[src/rtl/display_pkg.sv]
// Shared display timing types and 640x480@60 constants.
// Used by the DVI raster generator and its sync delay line.
package display_pkg;

  localparam int VGA_H_ACTIVE = 640;
  localparam int VGA_H_FP     = 16;
  localparam int VGA_H_SYNC   = 96;
  localparam int VGA_H_BP     = 48;
  localparam int VGA_V_ACTIVE = 480;
  localparam int VGA_V_FP     = 10;
  localparam int VGA_V_SYNC   = 2;
  localparam int VGA_V_BP     = 33;

  localparam int VGA_H_TOTAL =
    VGA_H_ACTIVE + VGA_H_FP + VGA_H_SYNC + VGA_H_BP;
  localparam int VGA_V_TOTAL =
    VGA_V_ACTIVE + VGA_V_FP + VGA_V_SYNC + VGA_V_BP;

  typedef logic [9:0] coord_t;

  typedef enum logic [1:0] {
    IDLE,
    RUN,
    DRAIN
  } state_t;

  // Logical (active-high) raster flags carried down the delay line.
  typedef struct packed {
    logic de;
    logic hs;
    logic vs;
  } sync_t;

  localparam sync_t SYNC_BLANK = '0;

endpackage

[src/rtl/dvi_sync_delay.sv]
// Fixed-depth delay line for {de, hs, vs} flags.
// Resets to blank with syncs inactive.
module dvi_sync_delay
  import display_pkg::*;
#(
  parameter int LEAD = 2
) (
  input  logic       clk,
  input  logic       rst,
  input  logic [2:0] din,
  output logic [2:0] dout
);

  logic [2:0] sr [LEAD];

  // Shift every cycle; stage LEAD-1 is the pin-aligned output.
  always_ff @(posedge clk or posedge rst) begin
    if (rst) begin
      for (int i = 0; i < LEAD; i++) begin
        sr[i] <= SYNC_BLANK;
      end
    end else begin
      sr[0] <= din;
      for (int i = 1; i < LEAD; i++) begin
        sr[i] <= sr[i-1];
      end
    end
  end

  assign dout = sr[LEAD-1];

endmodule

[src/rtl/dvi_timing_gen.sv]
// DVI raster timing generator: pixel requests lead
// data enable and syncs by LEAD cycles.
module dvi_timing_gen
  import display_pkg::*;
#(
  parameter int H_ACTIVE  = VGA_H_ACTIVE,
  parameter int H_FP      = VGA_H_FP,
  parameter int H_SYNC    = VGA_H_SYNC,
  parameter int H_BP      = VGA_H_BP,
  parameter int V_ACTIVE  = VGA_V_ACTIVE,
  parameter int V_FP      = VGA_V_FP,
  parameter int V_SYNC    = VGA_V_SYNC,
  parameter int V_BP      = VGA_V_BP,
  parameter int HSYNC_POL = 0,
  parameter int VSYNC_POL = 0,
  parameter int LEAD      = 2
) (
  input  logic       clk,
  input  logic       rst,
  input  logic       enable,
  output logic       pix_req,
  output logic [9:0] req_x,
  output logic [9:0] req_y,
  output logic       de,
  output logic       hsync,
  output logic       vsync,
  output logic [1:0] ctrl,
  output logic       frame_start,
  output logic       line_start,
  output logic       running
);

  localparam int H_TOTAL = H_ACTIVE + H_FP + H_SYNC + H_BP;
  localparam int V_TOTAL = V_ACTIVE + V_FP + V_SYNC + V_BP;
  localparam int HS_BEG  = H_ACTIVE + H_FP;
  localparam int HS_END  = HS_BEG + H_SYNC;
  localparam int VS_BEG  = V_ACTIVE + V_FP;
  localparam int VS_END  = VS_BEG + V_SYNC;

  if (H_TOTAL > 1024 || V_TOTAL > 1024) begin : g_bad_total
    $error("dvi_timing_gen: raster total exceeds 1024");
  end
  if (LEAD < 1 || LEAD > 8) begin : g_bad_lead
    $error("dvi_timing_gen: LEAD out of range 1..8");
  end

  state_t state, state_nxt;
  coord_t h_cnt, v_cnt;
  coord_t h_nxt, v_nxt;
  logic   h_last, v_last;
  logic   run_n, act_n, hs_n, vs_n;
  logic   hs_q, vs_q;
  sync_t  sd_in, sd_out;

  // Next state, next counters and the counter-domain flags.
  always_comb begin
    state_nxt = state;
    h_nxt     = h_cnt;
    v_nxt     = v_cnt;
    h_last    = (int'(h_cnt) == H_TOTAL - 1);
    v_last    = (int'(v_cnt) == V_TOTAL - 1);
    case (state)
      IDLE:    if (enable) state_nxt = RUN;
      RUN:     if (!enable) state_nxt = DRAIN;
      DRAIN: begin
        if (enable) begin
          state_nxt = RUN;
        end else if (h_last && v_last) begin
          state_nxt = IDLE;
        end
      end
      default: state_nxt = IDLE;
    endcase
    if (state != IDLE) begin
      if (h_last) begin
        h_nxt = '0;
        v_nxt = v_last ? '0 : v_cnt + 1'b1;
      end else begin
        h_nxt = h_cnt + 1'b1;
      end
    end
    run_n = (state_nxt != IDLE);
    act_n = run_n
         && (int'(h_nxt) < H_ACTIVE)
         && (int'(v_nxt) < V_ACTIVE);
    hs_n  = run_n
         && (int'(h_nxt) >= HS_BEG)
         && (int'(h_nxt) < HS_END);
    vs_n  = run_n
         && (int'(v_nxt) >= VS_BEG)
         && (int'(v_nxt) < VS_END);
  end

  // State and raster counters.
  always_ff @(posedge clk or posedge rst) begin
    if (rst) begin
      state <= IDLE;
      h_cnt <= '0;
      v_cnt <= '0;
    end else begin
      state <= state_nxt;
      h_cnt <= h_nxt;
      v_cnt <= v_nxt;
    end
  end

  // Request-side outputs, registered in step with the counters.
  always_ff @(posedge clk or posedge rst) begin
    if (rst) begin
      pix_req     <= 1'b0;
      frame_start <= 1'b0;
      line_start  <= 1'b0;
      hs_q        <= 1'b0;
      vs_q        <= 1'b0;
    end else begin
      pix_req     <= act_n;
      frame_start <= act_n && (h_nxt == '0) && (v_nxt == '0);
      line_start  <= act_n && (h_nxt == '0);
      hs_q        <= hs_n;
      vs_q        <= vs_n;
    end
  end

  assign req_x   = h_cnt;
  assign req_y   = v_cnt;
  assign running = (state != IDLE);

  assign sd_in = '{de: pix_req, hs: hs_q, vs: vs_q};

  dvi_sync_delay #(
    .LEAD (LEAD)
  ) u_delay (
    .clk  (clk),
    .rst  (rst),
    .din  (sd_in),
    .dout (sd_out)
  );

  assign de    = sd_out.de;
  assign hsync = (HSYNC_POL != 0) ? sd_out.hs : ~sd_out.hs;
  assign vsync = (VSYNC_POL != 0) ? sd_out.vs : ~sd_out.vs;
  assign ctrl  = {vsync, hsync};

endmodule

[config.mk]
export PLATFORM = sky130hd
export DESIGN_NAME = dvi_timing_gen
export DESIGN_NICKNAME = d
export VERILOG_FILES = /design/src/rtl/display_pkg.sv /design/src/rtl/dvi_sync_delay.sv /design/src/rtl/dvi_timing_gen.sv
export SDC_FILE = /design/constraint.sdc
export NUM_CORES = 1
export LEC_CHECK = 0
export CAP_MARGIN = 5
export CORE_UTILIZATION = 45
export DETAILED_ROUTE_END_ITERATION = 10
export PLACE_DENSITY_LB_ADDON = 0.25
export SYNTH_ARGS = -nofsm -noshare
export SYNTH_HDL_FRONTEND = slang
export SYNTH_SLANG_ARGS = --single-unit
[constraint.sdc]
create_clock -name clk -period 8.3 [get_ports clk]
set_input_delay 2.075 -clock clk [delete_from_list [all_inputs] [get_ports clk]]
set_output_delay 2.075 -clock clk [all_outputs]
set_load 0.01 [all_outputs]
== After elaboration in Yosys (flattened, before gate mapping) ==
Index checks and enable logic that the tools add are counted.

* Bits in registers: 33

* Add/sub/neg operators: 2
* Order comparisons: 6
* Equal/unequal tests: 4
* Multiplexer cells: 10
* Bitwise logic cells: 2
* Reductions and logical operators: 14

{| class="wikitable"
|+ Operator list
! kind !! number
|-
| 2-to-1 mux 10 bit || 5
|-
| adder 10 x 1 -> 10 bit, second input constant || 2
|-
| zero test 10 bit || 2
|-
| less-than comparator 10 bit, second input constant || 2
|-
| less-than comparator 10 x 9 -> 1 bit, second input constant || 2
|-
| equality test 10 bit, second input constant || 1
|-
| equality test 10 x 9 -> 1 bit, second input constant || 1
|-
| >= comparator 10 bit, second input constant || 1
|-
| >= comparator 10 x 9 -> 1 bit, second input constant || 1
|-
| logical AND 1 bit || 9
|-
| 2-to-1 mux 2 bit || 4
|-
| case mux 2 bit (3 select lines) || 1
|-
| nonzero test 2 bit || 2
|-
| equality test 2 x 1 -> 1 bit, second input constant || 1
|-
| equality test 2 bit, second input constant || 1
|-
| zero test 2 bit || 1
|-
| inverter 1 bit || 2
|}

== Logic depth before layout (Yosys ltp) ==
* Depth after elaboration: 10
* Mapped depth: 10

== Hierarchy ==
A second synthesis with hierarchy kept.

* Cell total of the unflattened synthesis: 183
* Area total of the unflattened synthesis: 1796.7 um^2

{| class="wikitable"
|+ Modules (own cells, without submodules)
! module !! times used !! cells an instance !! area an instance (um^2)
|-
| dvi_timing_gen || 1 || 173 || 1620.3
|-
| dvi_sync_delay || 1 || 10 || 176.4
|}

== Worst setup path after synthesis ==
No wires, ideal clock.

* Kind: input to register
* Start: input port enable
* End: register frame_start
* Arrival: 2.867 ns
* Data required time: 8.204 ns
* Path slack: 5.338 ns
* Cell stages on the path: 4
* Path buffers: 0
* Cells stage by stage: nor2_1 a22o_1 a211o_1 nor4_2

* Longest elaborated chain between the ends: 7
* Elaborated cells between the ends (all ways): 9
* Those cells by class: mux (4); reduce/logical (5)

{| class="wikitable"
|+ RTL lines
! element !! RTL line !! RTL
|-
| start, declared || dvi_timing_gen.sv:20 || <nowiki>input logic enable,</nowiki>
|-
| 2-to-1 mux 2 bit, on equally long branches || dvi_timing_gen.sv:66, dvi_timing_gen.sv:63, dvi_timing_gen.sv:64 ||
|-
| case mux 2 bit (3 select lines) (*) || dvi_timing_gen.sv:62 || <nowiki>case (state)</nowiki>
|-
| nonzero test 2 bit (*) || dvi_timing_gen.sv:82 || <nowiki>run_n = (state_nxt != IDLE);</nowiki>
|-
| logical AND 1 bit (*) || dvi_timing_gen.sv:84 || <nowiki>&& (int'(h_nxt) < H_ACTIVE)</nowiki>
|-
| logical AND 1 bit (*) || dvi_timing_gen.sv:85 || <nowiki>&& (int'(v_nxt) < V_ACTIVE);</nowiki>
|-
| logical AND 1 bit (*) (2 in a row) || dvi_timing_gen.sv:117 || <nowiki>frame_start <= act_n && (h_nxt == '0) && (v_nxt == '0);</nowiki>
|-
| end signal, assigned || dvi_timing_gen.sv:117 ||
|-
| end, declared || dvi_timing_gen.sv:28 || <nowiki>output logic frame_start,</nowiki>
|}

Every way passes the cells marked *; elsewhere a longest branch is shown, timed or not.

== Worst setup path in the final report ==
* Start: register state[1]
* End: output port running

* Longest elaborated chain between the ends: 1

{| class="wikitable"
|+ RTL lines
! element !! RTL line !! RTL
|-
| start, declared || dvi_timing_gen.sv:47 || <nowiki>state_t state, state_nxt;</nowiki>
|-
| start signal, assigned || dvi_timing_gen.sv:101 || <nowiki>state <= state_nxt;</nowiki>
|-
| nonzero test 2 bit || dvi_timing_gen.sv:126 || <nowiki>assign running = (state != IDLE);</nowiki>
|-
| end, declared || dvi_timing_gen.sv:30 || <nowiki>output logic running</nowiki>
|}

No other way between the ends.

==> results.py <==
metrics = {
    "run_status": {
        "status": "finished, final reports clean",
    },
    "synthesis": {
        "yosysMostFrequentCell": "dfrtp_1",
        "synth_adder_area_share_pct": 2.15,
        "yosysUniqueCellTypes": 51,
        "ys_warn_count": 0,
        "yosys-top-cells-area": "dfrtp_1 47%, inv_1 3.4%, nor3_1 2.9%",
        "synth_mux_area_share_pct": 0.645,
        "syn_area_um2": 1750,
        "syn_inst": 175,
        "ys_seq_area_share_pct": 47.3,
        "netlist.top_cell.by_area": "dfrtp_1",
        "async_reset_ff_share_pct": 100,
        "synth_top_family_by_area": "simple AND/OR/NAND/NOR gates",
        "synth_xor_area_share_pct": 4.52,
        "synth_compound_area_share_pct": 15.5,
        "synth_edf_count": 0,
        "synth_commonest_cells": "33 x dfrtp_1, 16 x inv_1, 12 x nand2_1, 12 x nor2_1, 10 x nor3_1",
        "avgSynthCellArea_um2": 9.97,
        "synth-simple-area-share_pct": 23.8,
        "ys_seq_elements": 33,
        "synth_ff_type": "dfrtp_1",
        "syn-num-nets": 181,
        "yosys.area.top_type_share_pct": 47.3,
    },
    "clocking": {
        "numClockSinks": 33,
        "post_cts_buffers": 0,
        "clk_latency_ps": 290,
        "cts_tree": "yes",
        "cts_buffers": 5,
        "clockBufferDepth": 2,
        "htree_num_levels": 2,
        "cts-root-buf": "clkbuf_8",
        "clk_pin_slew_ps": 70,
        "cts.hold.buffers_added": 0,
        "cts_resized": 0,
    },
    "critical_path": {
        "rr_startpoint": "req_x[5]",
        "crit_family": "buffers and inverters",
        "critPathKind": "reg -> out",
        "r2r_end": "pix_req",
        "crit_path_end_kind": "output port",
        "cp_max_fo": 10,
        "cp.arrival_ps": 1710,
        "cp_num_buf_inv": 2,
        "cpPeakStageDelay_ps": 500,
        "critPathLaunchType": "flip-flop",
        "worst_path_max_delay_cell": "clkdlybuf4s50_1",
        "path_cells": "nor2_1 > inv_1 > clkdlybuf4s50_1",
        "rr_worst_depth": 6,
        "reg2reg_slack_ps": 5100,
        "required_ps": 6230,
    },
    "layout": {
        "nNetsFinal": 212,
        "area_growth_pct": 23.9,
        "antenna_cells": 0,
        "drive_above_1_share_pct": 9.18,
        "n_fill_cell": 324,
    },
    "sta": {
        "setup_ws_ps": 4510,
        "slew_violations": 0,
        "setup_viol": 0,
        "fin_crit_sh_pct": 45.6,
        "finalSetupTns_ps": 0,
        "min_period_ps": 3790,
        "relSlewSlack_pct": 55.9,
        "hold_viol_final": 0,
        "fmax_ghz": 0.264,
        "worst_pin_slew_ps": 658,
        "skew_ps": 6.76,
        "grt_setup_unrepaired": "no",
    },
    "grt": {
        "grt_usage_pct": 20.8,
        "grt_max_degree": 34,
        "grt.overflow.total": 0,
        "grt_pass1_wl_um": 6530,
        "first_global_vias": 1423,
        "antenna_found_initial": 0,
    },
    "place": {
        "place.gp.congestion": 0.911,
        "hpwl_um": 2750,
        "numPortBuffers": 31,
        "dp_slack_ps": 4740,
    },
    "run": {
        "maxCapViolCount": 0,
    },
    "die": {
        "die_w_um": 64.3,
        "initial_core_util_pct": 47.3,
        "io_pins": 32,
        "std_cell_rows": 22,
        "die_area_um2": 4130,
        "die_h_um": 64.3,
        "core_um2": 3690,
    },
    "routing": {
        "vias": 1448,
        "drc_errors": 0,
        "drtIter0Drc": 72,
        "wl_per_cell_um": 15.0,
        "viasPerCell": 5.68,
        "ant_nets": 0,
        "drt_pass1_iterations": 4,
        "routed_wl_um": 3830,
    },
    "hold_path": {
        "hp-start": "u_delay.sr[5]",
        "min-delay-path-class": "reg -> reg",
        "hold_end": "u_delay.dout[2]",
        "hold_path_depth": 0,
    },
    "power": {
        "p_leak_nw": 0.934,
        "ir_worst_vdd_v": 0.000172,
        "power_density_nw_per_um2": 207,
    },
}
[area by class of cell]
class / instances / area, um^2 / share of cell area [%]
clock buffers: 5 / 68.8 / 3.18
clock inverters: 3 / 17.5 / 0.810
inverters: 16 / 60.1 / 2.78
multi-input cells: 118 / 813 / 37.6
flip-flops and latches: 33 / 826 / 38.2
well taps: 48 / 60.1 / 2.78
repair buffers: 32 / 318 / 14.7
[through the flow]
| step | area [um^2] | cells | hold WS, ps | power (mW) | utilization [%] |
|---|---|---|---|---|---|
| 2_1_floorplan | 1750 | 175 | 331 | 0.279 | - |
| 3_3_place_gp | 2080 | 247 | 333 | 0.326 | 56.3 |
| 3_5_place_dp | 2080 | 247 | 335 | 0.331 | 56.3 |
| 4_1_cts | 2160 | 255 | 352 | 0.453 | 58.6 |
| 5_1_grt | 2160 | 255 | 359 | 0.472 | 58.6 |
| 6_report | 2160 | 255 | 350 | 0.447 | 58.6 |
[routing by layer]
layer  vias up  routed length (um)  track usage (%)
li1        690                   -                -
met1       717                1690             26.0
met2        35                1930             34.6
met3         6                 152             4.64
met4         0                  59             8.06
met5         -                   0                0
[logic make-up after synthesis]
logic type | after synthesis
and+or+nand+nor | 71
AOI/OAI and AO/OA | 34
DFF | 33
buffers and inverters | 24
xor gates and xnor gates | 9
adders and majority gates | 3
muxes | 1
[flip-flops by register name, summed over array words and instances, names as in the netlist, 2 cells and up]
| name | cells |
|---|---|
| state | 2 |
| u_delay.dout | 3 |
| req_y | 10 |
| req_x | 10 |
| u_delay.sr | 3 |
[worst reg2reg max path, stage by stage, from the launching register on]
cell and delay, ps:
dfrtp_1 450, or4b_4 600, or3_1 650, or4_1 650, a222oi_1 440, a211o_1 240, a21oi_1 50
[worst max-delay path by stage]
stage	startpoint	to	slack, ps	depth (start not counted)
floorplan	enable	frame_start	5340	4
global placement	enable	frame_start	4760	5
detailed placement	enable	frame_start	4740	5
CTS	state[1]	running	4510	3
global route	state[1]	running	4430	3
finish	state[1]	running	4510	3
[power breakdown]
group	total (mW)	internal [mW]	switching [mW]
clock	0.117	0.0578	0.0593
sequential	0.211	0.179	0.0316
combinational	0.120	0.0642	0.0554
total	0.447	0.301	0.146
[layout by cell type (no fill, tap or decap), types with 2 or more instances in the layout]
cell	count
a21o_1	2
a21oi_1	5
a22o_1	2
and2_1	2
and4_1	2
clkbuf_8	5
clkdlybuf4s50_1	31
clkinv_2	2
dfrtp_1	33
ha_1	3
inv_1	16
nand2_1	12
nand3_1	4
nand4_1	5
nor2_1	12
nor2b_1	2
nor3_1	10
nor3b_1	2
nor4_1	2
nor4bb_1	2
o2111ai_1	2
o21a_1	2
o21ai_0	6
o31ai_1	2
o31ai_4	2
or3_1	3
or4_1	4
xnor2_1	5
xor2_1	4
No activity file was read; power rests on OpenSTA's default activity.
